===== src/rtl/motor_stepper_ctrl_pkg.sv =====
// Shared definitions for the stepper controller: FSM state encoding,
// one-hot coil drive patterns, default parameter values and the
// phase-index to coil-pattern mapping.
package motor_stepper_ctrl_pkg;

   typedef enum logic [2:0] {
      ST_IDLE  = 3'd0,
      ST_RAMP  = 3'd1,
      ST_RUN   = 3'd2,
      ST_HOLD  = 3'd3,
      ST_FAULT = 3'd4
   } stepState_t;

   localparam logic [3:0] COIL_OFF = 4'b0000;
   localparam logic [3:0] COIL_A   = 4'b0001;
   localparam logic [3:0] COIL_B   = 4'b0010;
   localparam logic [3:0] COIL_C   = 4'b0100;
   localparam logic [3:0] COIL_D   = 4'b1000;

   localparam int DEF_RAMP_START = 8;
   localparam int DEF_HOLD_TICKS = 10;
   localparam int DEF_DEB_CYCLES = 16;
   localparam int DEF_CNT_W      = 16;

   function automatic logic [3:0] coilFor(input logic [1:0] idx);
      logic [3:0] pattern;
      case (idx)
         2'd0:    pattern = COIL_A;
         2'd1:    pattern = COIL_B;
         2'd2:    pattern = COIL_C;
         default: pattern = COIL_D;
      endcase
      return pattern;
   endfunction

endpackage


===== src/rtl/motor_stepper_ctrl_debounce.sv =====
// sensor_debounce: two-flop synchroniser followed by a stability counter.
// The output takes the synchronised value only after DEB_CYCLES consecutive
// samples that differ from the current output.
// Ports:
//   clk   in  1  rising-edge clock
//   reset in  1  synchronous, active-high
//   in    in  1  raw asynchronous input
//   out   out 1  debounced level
module sensor_debounce
   import motor_stepper_ctrl_pkg::*;
#(
   parameter int DEB_CYCLES = DEF_DEB_CYCLES
) (
   input  logic clk,
   input  logic reset,
   input  logic in,
   output logic out
);

   localparam int CW = $clog2(DEB_CYCLES + 1);
   localparam logic [CW-1:0] CNT_LAST = CW'(DEB_CYCLES - 1);
   localparam logic [CW-1:0] CNT_ONE  = CW'(1);

   logic          sync1;
   logic          sync2;
   logic [CW-1:0] cnt;

   always_ff @(posedge clk) begin
      if (reset) begin
         sync1 <= 1'b0;
         sync2 <= 1'b0;
         cnt   <= '0;
         out   <= 1'b0;
      end else begin
         sync1 <= in;
         sync2 <= sync1;
         // Any sample agreeing with the output restarts the stability window.
         if (sync2 == out) begin
            cnt <= '0;
         end else if (cnt == CNT_LAST) begin
            out <= sync2;
            cnt <= '0;
         end else begin
            cnt <= cnt + CNT_ONE;
         end
      end
   end

endmodule


===== src/rtl/motor_stepper_ctrl.sv =====
// motor_stepper_ctrl: drives a 4-coil unipolar stepper with a speed ramp
// while run is high, holds the coils energised for a while after run
// falls, and latches a de-energised fault when the debounced obstacle
// sensor trips.
// Ports:
//   clk        in  1      rising-edge clock
//   reset      in  1      synchronous, active-high
//   step_tick  in  1      one-cycle base step-rate enable
//   run        in  1      1 = motor should turn
//   dir        in  1      1 = forward, 0 = reverse
//   sensor     in  1      raw asynchronous obstacle sensor, active-high
//   coils      out 4      one-hot coil drive, 0000 = de-energised
//   busy       out 1      high in RAMP, RUN, HOLD
//   fault      out 1      high in FAULT
//   steps      out CNT_W  total steps taken, wrapping
module motor_stepper_ctrl
   import motor_stepper_ctrl_pkg::*;
#(
   parameter int RAMP_START = DEF_RAMP_START,
   parameter int HOLD_TICKS = DEF_HOLD_TICKS,
   parameter int DEB_CYCLES = DEF_DEB_CYCLES,
   parameter int CNT_W      = DEF_CNT_W
) (
   input  logic             clk,
   input  logic             reset,
   input  logic             step_tick,
   input  logic             run,
   input  logic             dir,
   input  logic             sensor,
   output logic [3:0]       coils,
   output logic             busy,
   output logic             fault,
   output logic [CNT_W-1:0] steps
);

   localparam int DIV_W  = $clog2(RAMP_START + 1);
   localparam int HOLD_W = $clog2(HOLD_TICKS + 1);
   localparam logic [DIV_W-1:0]  DIV_START = DIV_W'(RAMP_START);
   localparam logic [DIV_W-1:0]  DIV_ONE   = DIV_W'(1);
   localparam logic [HOLD_W-1:0] HOLD_LAST = HOLD_W'(HOLD_TICKS - 1);
   localparam logic [HOLD_W-1:0] HOLD_ONE  = HOLD_W'(1);
   localparam logic [CNT_W-1:0]  STEP_ONE  = CNT_W'(1);

   stepState_t        state, stateNext;
   logic [1:0]        idx, idxNext;
   logic [CNT_W-1:0]  stepsNext;
   logic [DIV_W-1:0]  div, divNext;
   logic [DIV_W-1:0]  tickCnt, tickCntNext;
   logic [HOLD_W-1:0] holdCnt, holdCntNext;
   logic              stepEvent;
   logic              sensorDb;
   logic              energised;

   sensor_debounce #(
      .DEB_CYCLES(DEB_CYCLES)
   ) uDebounce (
      .clk  (clk),
      .reset(reset),
      .in   (sensor),
      .out  (sensorDb)
   );

   always_comb begin
      stateNext   = state;
      idxNext     = idx;
      stepsNext   = steps;
      divNext     = div;
      tickCntNext = tickCnt;
      holdCntNext = holdCnt;
      stepEvent   = step_tick && (tickCnt == div - DIV_ONE);

      case (state)
         ST_IDLE: begin
            if (sensorDb) begin
               stateNext = ST_FAULT;
            end else if (run) begin
               stateNext   = ST_RAMP;
               divNext     = DIV_START;
               tickCntNext = '0;
            end
         end
         ST_RAMP, ST_RUN: begin
            // Fault and run-falling both pre-empt a step due on the same edge.
            if (sensorDb) begin
               stateNext = ST_FAULT;
            end else if (!run) begin
               stateNext   = ST_HOLD;
               holdCntNext = '0;
            end else if (stepEvent) begin
               tickCntNext = '0;
               idxNext     = dir ? idx + 2'd1 : idx - 2'd1;
               stepsNext   = steps + STEP_ONE;
               if (state == ST_RAMP) begin
                  // div never drops below 1, so RAMP_START=1 ramps straight to RUN.
                  if (div > DIV_ONE) begin
                     divNext = div - DIV_ONE;
                  end
                  if (divNext == DIV_ONE) begin
                     stateNext = ST_RUN;
                  end
               end
            end else if (step_tick) begin
               tickCntNext = tickCnt + DIV_ONE;
            end
         end
         ST_HOLD: begin
            if (sensorDb) begin
               stateNext = ST_FAULT;
            end else if (run) begin
               stateNext   = ST_RAMP;
               divNext     = DIV_START;
               tickCntNext = '0;
            end else if (step_tick) begin
               if (holdCnt == HOLD_LAST) begin
                  stateNext = ST_IDLE;
               end else begin
                  holdCntNext = holdCnt + HOLD_ONE;
               end
            end
         end
         ST_FAULT: begin
            if (!run && !sensorDb) begin
               stateNext = ST_IDLE;
            end
         end
         default: begin
            stateNext = ST_IDLE;
         end
      endcase

      energised = (stateNext == ST_RAMP) || (stateNext == ST_RUN) ||
                  (stateNext == ST_HOLD);
   end

   // Outputs are registered from next-state values so they line up with the state register.
   always_ff @(posedge clk) begin
      if (reset) begin
         state   <= ST_IDLE;
         idx     <= 2'd0;
         steps   <= '0;
         div     <= DIV_START;
         tickCnt <= '0;
         holdCnt <= '0;
         coils   <= COIL_OFF;
         busy    <= 1'b0;
         fault   <= 1'b0;
      end else begin
         state   <= stateNext;
         idx     <= idxNext;
         steps   <= stepsNext;
         div     <= divNext;
         tickCnt <= tickCntNext;
         holdCnt <= holdCntNext;
         coils   <= energised ? coilFor(idxNext) : COIL_OFF;
         busy    <= energised;
         fault   <= (stateNext == ST_FAULT);
      end
   end

endmodule

===== config.mk =====
export PLATFORM = sky130hd
export DESIGN_NAME = motor_stepper_ctrl
export DESIGN_NICKNAME = d
export VERILOG_FILES = /design/src/rtl/motor_stepper_ctrl_pkg.sv /design/src/rtl/motor_stepper_ctrl_debounce.sv /design/src/rtl/motor_stepper_ctrl.sv
export SDC_FILE = /design/constraint.sdc
export NUM_CORES = 1
export LEC_CHECK = 0
export ABC_AREA = 1
export CAP_MARGIN = 20
export CORE_MARGIN = 2
export CORE_UTILIZATION = 40
export DETAILED_ROUTE_END_ITERATION = 7
export MAX_ROUTING_LAYER = met4
export PLACE_DENSITY = 0.71
export RECOVER_POWER = 100
export SYNTH_ARGS = -nofsm -noshare
export SYNTH_HDL_FRONTEND = slang
export SYNTH_SLANG_ARGS = --single-unit

===== constraint.sdc =====
create_clock -name clk -period 3.2 [get_ports clk]
set_input_delay 0.32 -clock clk [delete_from_list [all_inputs] [get_ports clk]]
set_output_delay 0.32 -clock clk [all_outputs]
set_load 0.01 [all_outputs]

* After elaboration in Yosys (flattened, before gate mapping) *
Index checks and enable logic that the tools add are counted.

storage, ports and cells
  bits in registers = 47
  bits of input ports = 6
  output and inout port bits = 22
  word-level logic and storage cells = 116

operators by class
  add/sub/neg operators = 7
  $lt $le $gt $ge = 1
  eq/ne operators = 27
  muxes and demuxes = 46
  bitwise logic cells = 3
  reductions and logical operators = 19

operator list
  cell                     count
  $mux W4                  24
  $mux W3                  12
  $pmux W4 S2              3
  $ne A2 B2 Y1 const B     10
  $add A16 B1 Y16 const B  1
  $reduce_and A7 Y1        2
  $eq A3 B2 Y1 const B     4
  $pmux W3 S4              1
  $pmux W4 S3              1
  $mux W2                  5
  $add A4 B1 Y4 const B    2
  $eq A3 B1 Y1 const B     2
  $eq A3 B3 Y1 const B     2
  $reduce_and A6 Y1        1
  $reduce_or A2 Y1         3
  $add A5 B1 Y5 const B    1
  $eq A5 B4 Y1 const B     1
  $eq A4 B1 Y1 const B     1
  $eq A4 B4 Y1             1
  $eq A4 B4 Y1 const B     1
  $gt A4 B1 Y1 const B     1
  $reduce_and A4 Y1        1
  $reduce_bool A2 Y1       2
  $sub A4 B1 Y4 const B    1
  15 further kinds         20

* Logic depth before layout (Yosys ltp) *
Gate-level depths: netlist of run 1.

  word-level depth = 19
  depth in mapped cells = 16
  gate-level depth less buffers = 16

* Modules after synthesis *
Synthesis of run 1 repeated with hierarchy kept, for this count alone.

unflattened totals
  cells, all modules = 345
  area total of the unflattened synthesis = 2452.4 um^2

by module, submodules not included
  module              times used  cells an instance  area each (um^2)  seq. area each (um^2)
  motor_stepper_ctrl  1           308                2144.6            780.7
  sensor_debounce     1           37                 307.8             160.2

* Worst setup path after synthesis of run 1 *
No wires, ideal clock.

  kind = register to register
  from = register div[0]
  to = register coils[1]
  setup time = 126 ps
  arrival = 1906 ps
  data required time = 3074 ps
  slack = 1168 ps
  stages on the path, launching flop included = 16
  buffers on the path = 1
  period minus slack after synthesis = 2032 ps
  cells stage by stage = dfxtp_1 > inv_2 > ha_1 > inv_1 > nand2_1 > nand2_1 > nand2_1 > nor2_2 > nand3_2 > nor2_2 > nand2_2 > buf_6 > xor2_2 > clkinv_1 > nand2_1 > nor2_1

between the ends
  word-level cells in the longest chain between the ends = 19
  elaborated cells on any way between the ends = 32
  classes of those cells = 1 x add/sub; 1 x order compare; 7 x eq/ne; 17 x mux; 1 x bitwise; 5 x reduce/logical

ends and longest elaborated chain
  item                                           RTL line                                                                      source
  start, declared                                motor_stepper_ctrl.sv:47                                                      logic [DIV_W-1:0] div, divNext;
  start signal, assigned                         motor_stepper_ctrl.sv:151                                                     div <= divNext;
  $sub A4 B1 Y4 or $gt A4 B1 Y1 (tied branches)  motor_stepper_ctrl.sv:70, motor_stepper_ctrl.sv:96, motor_stepper_ctrl.sv:95
  $mux W4                                        motor_stepper_ctrl.sv:95                                                      if (div > DIV_ONE) begin
  $mux W4                                        motor_stepper_ctrl.sv:93                                                      if (state == ST_RAMP) begin
  $mux W4                                        motor_stepper_ctrl.sv:89                                                      end else if (stepEvent) begin
  $mux W4                                        motor_stepper_ctrl.sv:86                                                      end else if (!run) begin
  $mux W4                                        motor_stepper_ctrl.sv:84                                                      if (sensorDb) begin
  $mux W4                                        motor_stepper_ctrl.sv:72                                                      case (state)
  $eq A4 B1 Y1                                   motor_stepper_ctrl.sv:98                                                      if (divNext == DIV_ONE) begin
  (+2 left out)                                  --
  $mux W3                                        motor_stepper_ctrl.sv:89
  $mux W3                                        motor_stepper_ctrl.sv:86
  $mux W3                                        motor_stepper_ctrl.sv:84
  $pmux W3 S4                                    motor_stepper_ctrl.sv:72
  $eq A3 B1 Y1 or $eq A3 B2 Y1 (tied branches)   motor_stepper_ctrl.sv:131                                                     energised = (stateNext == ST_RAMP) || (stateNext == ST_RUN) ||
  $logic_or A1 B1 Y1 (2 in series)               motor_stepper_ctrl.sv:131
  $not A1 Y1 (no source line)                    --
  $reduce_or A2 Y1 (no source line)              --
  end signal, assigned                           motor_stepper_ctrl.sv:154                                                     coils <= energised ? coilFor(idxNext) : COIL_OFF;
  end, declared                                  motor_stepper_ctrl.sv:30                                                      output logic [3:0] coils,

Parallel ways exist; a longest one is shown, timed or not. The select of a mux whose other input is x is not followed.
A chain may end at the register's enable or synchronous reset.

* Final worst setup path of run 1 *
  from = register div[0]
  to = register steps[12]

between the ends
  word-level cells in the longest chain between the ends = 4

ends and longest elaborated chain
  item                                RTL line                   source
  $sub A4 B1 Y4                       motor_stepper_ctrl.sv:70   stepEvent = step_tick && (tickCnt == div - DIV_ONE);
  $eq A4 B4 Y1                        motor_stepper_ctrl.sv:70
  $logic_and A1 B1 Y1                 motor_stepper_ctrl.sv:70
  $reduce_and A4 Y1 (no source line)  --
  end signal, assigned                motor_stepper_ctrl.sv:150  steps <= stepsNext;
  end, declared                       motor_stepper_ctrl.sv:33   output logic [CNT_W-1:0] steps

Every way passes these cells.

==> impl_metrics.tcl, run 1 <==
set metrics [dict create \
    status "finished, final reports clean" \
    cts_buffers 5 \
    port_buffers 27 \
    yosys_warnings 0 \
    irDropWorstVdd_mv 0.229 \
    hold_buffers 0 \
    synth.avg_cell_area_um2 7.01 \
    period_share_pct 79.5 \
    clock_latency_ps 300 \
    drive_gt1_share_pct 2.72 \
    synth_top_cell_area_share_pct 39.8 \
    syn_to_final_growth_pct 16.5 \
    yosys.area_share.simple_pct 30.2 \
    final_cell_mix "nand2_1 (68), inv_1 (49), nor2_1 (49)" \
    ioPinCount 28 \
    wire_per_inst_um 10.8 \
    grt_max_degree 24 \
    hold_ws_ps 417 \
    synth.distinct_cells 31 \
    ctsResizeCount 0 \
    stdcell_area_mm2 0.00275 \
    wirelength_mm 4.73 \
    slew-limit-headroom_pct 30.4 \
    grt_overflow 0 \
    setup_viol 0 \
    clock.fmax_mhz 393 \
    synthMuxAreaShare_pct 0 \
    power_density_mw_per_mm2 451 \
    die_h_um 80.9 \
    core_area_mm2 0.00561 \
    htree_levels 2 \
    cts-root-buf "clkbuf_8" \
    via_count 2152 \
    clock_sinks 47 \
    cp_data_required_time_ps 3440 \
    maxCapViolCount 0 \
    total_power_mw 1.24 \
    synth_top_area_cell "dfxtp_1" \
    slew_violations 0 \
    num_rows 27 \
    hold_viol 0 \
    n_antenna_cell 0 \
    first_iter_violations 83 \
    die_area_mm2 0.00654 \
    synth_nets 351 \
    fin_skew_ps 8.22 \
    syn-cell-area_mm2 0.00236 \
    p_leak_nw 1.21 \
    fin_crit_ps 2540 \
    grt_pass1_wl_mm 8.14 \
    synth-compound-area-share_pct 13.0 \
    place_area_mm2 0.00271 \
    worst_slew_pin_slew_ps 1040 \
    clockBufferDepth 2 \
    cts_tree "built" \
    setup_tns_ps 0 \
    ys_ff_latch 47 \
    postCtsSetupBuffers 0 \
    final_common_cell "nand2_1" \
    final_util_pct 49.1 \
    nFillCells 589 \
    die_x_um 80.9 \
    rsz0062_at_grt "no" \
    globalplace.congestion 0.906 \
    end_kind "register" \
    viasPerCell 4.89 \
    dp_hpwl_mm 3.56 \
    hold_class "reg -> reg" \
    yosys-top-cells-area "dfxtp_1 (40%), nand2_1 (11%), inv_1 (7.5%)" \
    path_max_fanout 12 \
    drtPass1Iterations 4 \
    clkTransAtPathRegs_ps 90 \
    start_kind "register" \
    synthCells 337 \
    grt_pass1_vias 1933 \
    yosysSeqAreaShare_pct 39.8 \
    antenna_found_initial 0 \
    synthXorXnorAreaFrac_pct 3.65 \
    synth_top_family_by_area "simple AND/OR/NAND/NOR gates" \
    fin_nets 382 \
    initial_core_util_pct 42.1 \
    drc_errors 0 \
    cp_data_arrival_time_ps 2790 \
    synthAdderAreaFrac_pct 4.24 \
    antenna_left 0 \
    grt_util_all_layers_pct 16.2 \
    critPathKind "reg -> reg" \
]
-- per-layer routing --
| metal | GRT usage [%] | up-vias | wire [µm] |
|---|---|---|---|
| li1 | - | 1149 | - |
| met3 | 3.56 | 5 | 139 |
| met5 | - | - | 0 |
| met2 | 24.2 | 35 | 2180 |
| met4 | 7.63 | 0 | 91 |
| met1 | 21.0 | 963 | 2310 |
-- sequential cells by signal, summed over array words and instances (netlist names), 2 cells and up --
name,flops
coils,4
div,4
holdCnt,4
idx,2
state,3
steps,16
tickCnt,4
uDebounce.cnt,5
-- Yosys cell counts, drive strengths merged --
library cell and n:
a21boi 1, o21bai 2, a21oi 28, nor2 49
nand2 68, buf 2, xnor2 3, clkbuf 2
o21ai 17, nand4 5, xor2 6, o211ai 2
o2111ai 1, inv 50, nor3b 3, a211oi 4
a31oi 1, nor3 10, ha 8, dfxtp 47
clkinv 1, nand3 27
-- per-stage QoR --
stage,cells,setup slack [ps]
floorplan,337,1170
global placement,433,833
detailed placement,433,751
CTS,440,805
global route,440,336
finish,440,657
-- worst max-delay path, cell delays in order, from the launching register on --
cell,delay [ps]
dfxtp_1,430
inv_1,110
ha_1,330
inv_1,60
nand2_1,40
nand2_1,50
nand2_1,50
nor2_1,160
nand3_2,140
nor2_1,140
nand2_1,270
nor2_1,250
nand2_1,120
o21ai_0,170
nand2_1,70
nor2_1,100
-- final cells by class --
cell class	instances	area, µm²	share of cell area (%)
well taps	72	90.1	3.27
multi-input cells	235	1170	42.7
clock inverters	2	13.8	0.500
inverters	51	191	6.95
flip-flops and latches	47	941	34.2
clock buffers	5	68.8	2.50
repair buffers	28	274	9.95
-- kinds of logic (layout without fill, tap and decap cells) --
group,count (synthesis),in the layout
flip-flops,47,47
adder cells (fa/ha/maj),8,8
AND/OR/NAND/NOR,162,162
XOR/XNOR,9,9
buffers and inverters,55,86
AO/OA/AOI/OAI,56,56
-- where the power goes --
part | internal, mW | switching (mW) | total [mW]
registers | 0.612 | 0.0248 | 0.637
clock network | 0.150 | 0.195 | 0.345
logic | 0.0894 | 0.170 | 0.259
total | 0.851 | 0.390 | 1.24
-- final timing paths --
path | startpoint | cells after the start | to | slack (ps)
hold reg to reg | uDebounce.sync1$_SDFF_PP0_ | 2 | uDebounce.sync2$_SDFF_PP0_ | 420
setup / recovery | div[0]$_SDFFE_PP0P_ | 15 | steps[12]$_SDFFE_PP0P_ | 660
setup reg to reg | div[0]$_SDFFE_PP0P_ | 15 | steps[12]$_SDFFE_PP0P_ | 660
hold / removal | uDebounce.sync1$_SDFF_PP0_ | 2 | uDebounce.sync2$_SDFF_PP0_ | 420
(Power assumes the default switching activity.)
==> run 2, diff against run 1 <==
clock period = 2.6 ns   (was 3.2 ns; I/O delays follow)
==> impl_metrics.tcl, run 2 (same netlist as run 1, synthesis figures left out) <==
set metrics [dict create \
    wire_per_inst_um 10.9 \
    clkTransAtPathRegs_ps 100 \
    htree_levels 2 \
    clock_latency_ps 310 \
    path_max_fanout 12 \
    nFillCells 585 \
    final_cell_mix "nand2_1 (67), inv_1 (48), dfxtp_1 (47)" \
    r2r_start "div[0]$_SDFFE_PP0P_" \
    final_common_cell "nand2_1" \
    start_kind "register" \
    syn_to_final_growth_pct 18.4 \
    initial_core_util_pct 42.1 \
    reg2reg_to "steps[12]$_SDFFE_PP0P_" \
    cp-startpoint "div[0]$_SDFFE_PP0P_" \
    fin_crit_ps 2330 \
    port_buffers 27 \
    clockBufferDepth 2 \
    path_cells "inv_2, ha_1, inv_1, nand2_1, nand2_1, nand2_1, nor2_2, nand3_2, nor2_2, nand2_4, nor2_2, nand2_1, o21ai_0, nand2_1, nor2_1" \
    min_delay_path_depth 2 \
    critical-path-slowest-cell "dfxtp_1" \
    p_leak_nw 1.22 \
    maxCapViolCount 0 \
    fin_nets 383 \
    end_kind "register" \
    use_met3_pct 2.89 \
    cts_buffers 5 \
    final_util_pct 49.9 \
    power_density_mw_per_mm2 564 \
    hold_class "reg -> reg" \
    top_usage_layer "met2" \
    grt_overflow 0 \
    slew-limit-headroom_pct 30.9 \
    fin_skew_ps 14.1 \
    status "finished, final reports clean" \
    cp_data_required_time_ps 2850 \
    irDropWorstVdd_mv 0.306 \
    antenna_found_initial 0 \
    first_iter_violations 78 \
    crit_end "steps[12]$_SDFFE_PP0P_" \
    grt_max_degree 23 \
    antenna_left 0 \
    hold_viol 0 \
    grt_pass1_wl_mm 8.29 \
    cts-root-buf "clkbuf_8" \
    clock.fmax_mhz 429 \
    slew_violations 0 \
    die_h_um 80.9 \
    max_stage_delay_ps 450 \
    grt_util_all_layers_pct 16.6 \
    die_area_mm2 0.00654 \
    largestRegisters "steps: 16 flops, uDebounce.cnt: 5 flops" \
    ioPinCount 28 \
    drc_errors 0 \
    cts_tree "built" \
    largest_reg_flops 16 \
    period_share_pct 89.6 \
    dp_hpwl_mm 3.62 \
    globalplace.congestion 0.910 \
    core_area_mm2 0.00561 \
    rsz0062_at_grt "no" \
    r2r_slack_ps 270 \
    viasPerCell 5.00 \
    setup_viol 0 \
    rr_worst_depth 15 \
    drive_gt1_share_pct 4.88 \
    use_met1_pct 20.2 \
    die_x_um 80.9 \
    cp_data_arrival_time_ps 2580 \
    worst_slew_pin_slew_ps 1040 \
    critPathKind "reg -> reg" \
    gr-usage-met2_pct 26.4 \
    n_antenna_cell 0 \
    wirelength_mm 4.81 \
    clock_sinks 47 \
    largest-register "steps" \
    grt_pass1_vias 1985 \
    via_count 2206 \
    num_rows 27 \
    setup_tns_ps 0 \
    drtPass1Iterations 4 \
    worst_path_most_repeated_cell "nand2_1" \
]
run 2: timing repair:
item | 4_1_cts | 5_1_grt
hold buffers | 0 | 0
buffers inserted | 0 | 0
endpoints found under the setup margin | 0 | 3
gates resized for setup | 0 | 2
run 2: per-layer routing:
layer | vias up | share of wire [%] | wire [µm]
li1 | 1147 | - | -
met1 | 1014 | 47 | 2280
met2 | 35 | 47 | 2270
met3 | 10 | 3.1 | 150
met4 | 0 | 2.3 | 112
met5 | - | 0 | 0
run 2: worst max-delay path: cells and delay by family, from the launching register on:
kind / cells / cell delay (ps)
AOI/OAI and AO/OA: 1 / 190
adders and majority gates: 1 / 330
buffers and inverters: 2 / 140
DFF: 1 / 450
and+or+nand+nor: 11 / 1180
run 2: area by class of cell:
class,count,area [µm²],share of cell area [%]
multi-input cells,235,1210,43.1
flip-flops and latches,47,941,33.6
repair buffers,29,278,9.92
inverters,51,191,6.84
well taps,72,90.1,3.22
clock buffers,6,82.6,2.95
clock inverters,1,8.76,0.313
run 2: worst min-delay path by stage:
| stage | start | end | slack (ps) |
|---|---|---|---|
| 5_1_grt | uDebounce.sync1$_SDFF_PP0_ | uDebounce.sync2$_SDFF_PP0_ | 430 |
| 4_1_cts | uDebounce.sync1$_SDFF_PP0_ | uDebounce.sync2$_SDFF_PP0_ | 420 |
| 3_3_place_gp | uDebounce.sync1$_SDFF_PP0_ | uDebounce.sync2$_SDFF_PP0_ | 390 |
| 3_5_place_dp | uDebounce.sync1$_SDFF_PP0_ | uDebounce.sync2$_SDFF_PP0_ | 400 |
| 2_1_floorplan | sensor | uDebounce.sync1$_SDFF_PP0_ | 370 |
| 6_report | uDebounce.sync1$_SDFF_PP0_ | uDebounce.sync2$_SDFF_PP0_ | 430 |
run 2: per-stage QoR:
| stage | std cells | power [mW] | area, µm² | hold WS (ps) | setup WS (ps) |
|---|---|---|---|---|---|
| after floorplan | 337 | 1.04 | 2360 | 367 | 568 |
| after global placement | 434 | 1.13 | 2720 | 389 | 331 |
| after detailed placement | 434 | 1.13 | 2720 | 401 | 206 |
| after CTS | 441 | 1.60 | 2810 | 423 | 189 |
| after global routing | 441 | 1.67 | 2800 | 430 | 24.5 |
| final | 441 | 1.58 | 2800 | 431 | 269 |
run 2: where the power goes:
part / internal, mW / switching (mW)
sequential: 0.754 / 0.0332
combinational: 0.112 / 0.214
clock: 0.214 / 0.251
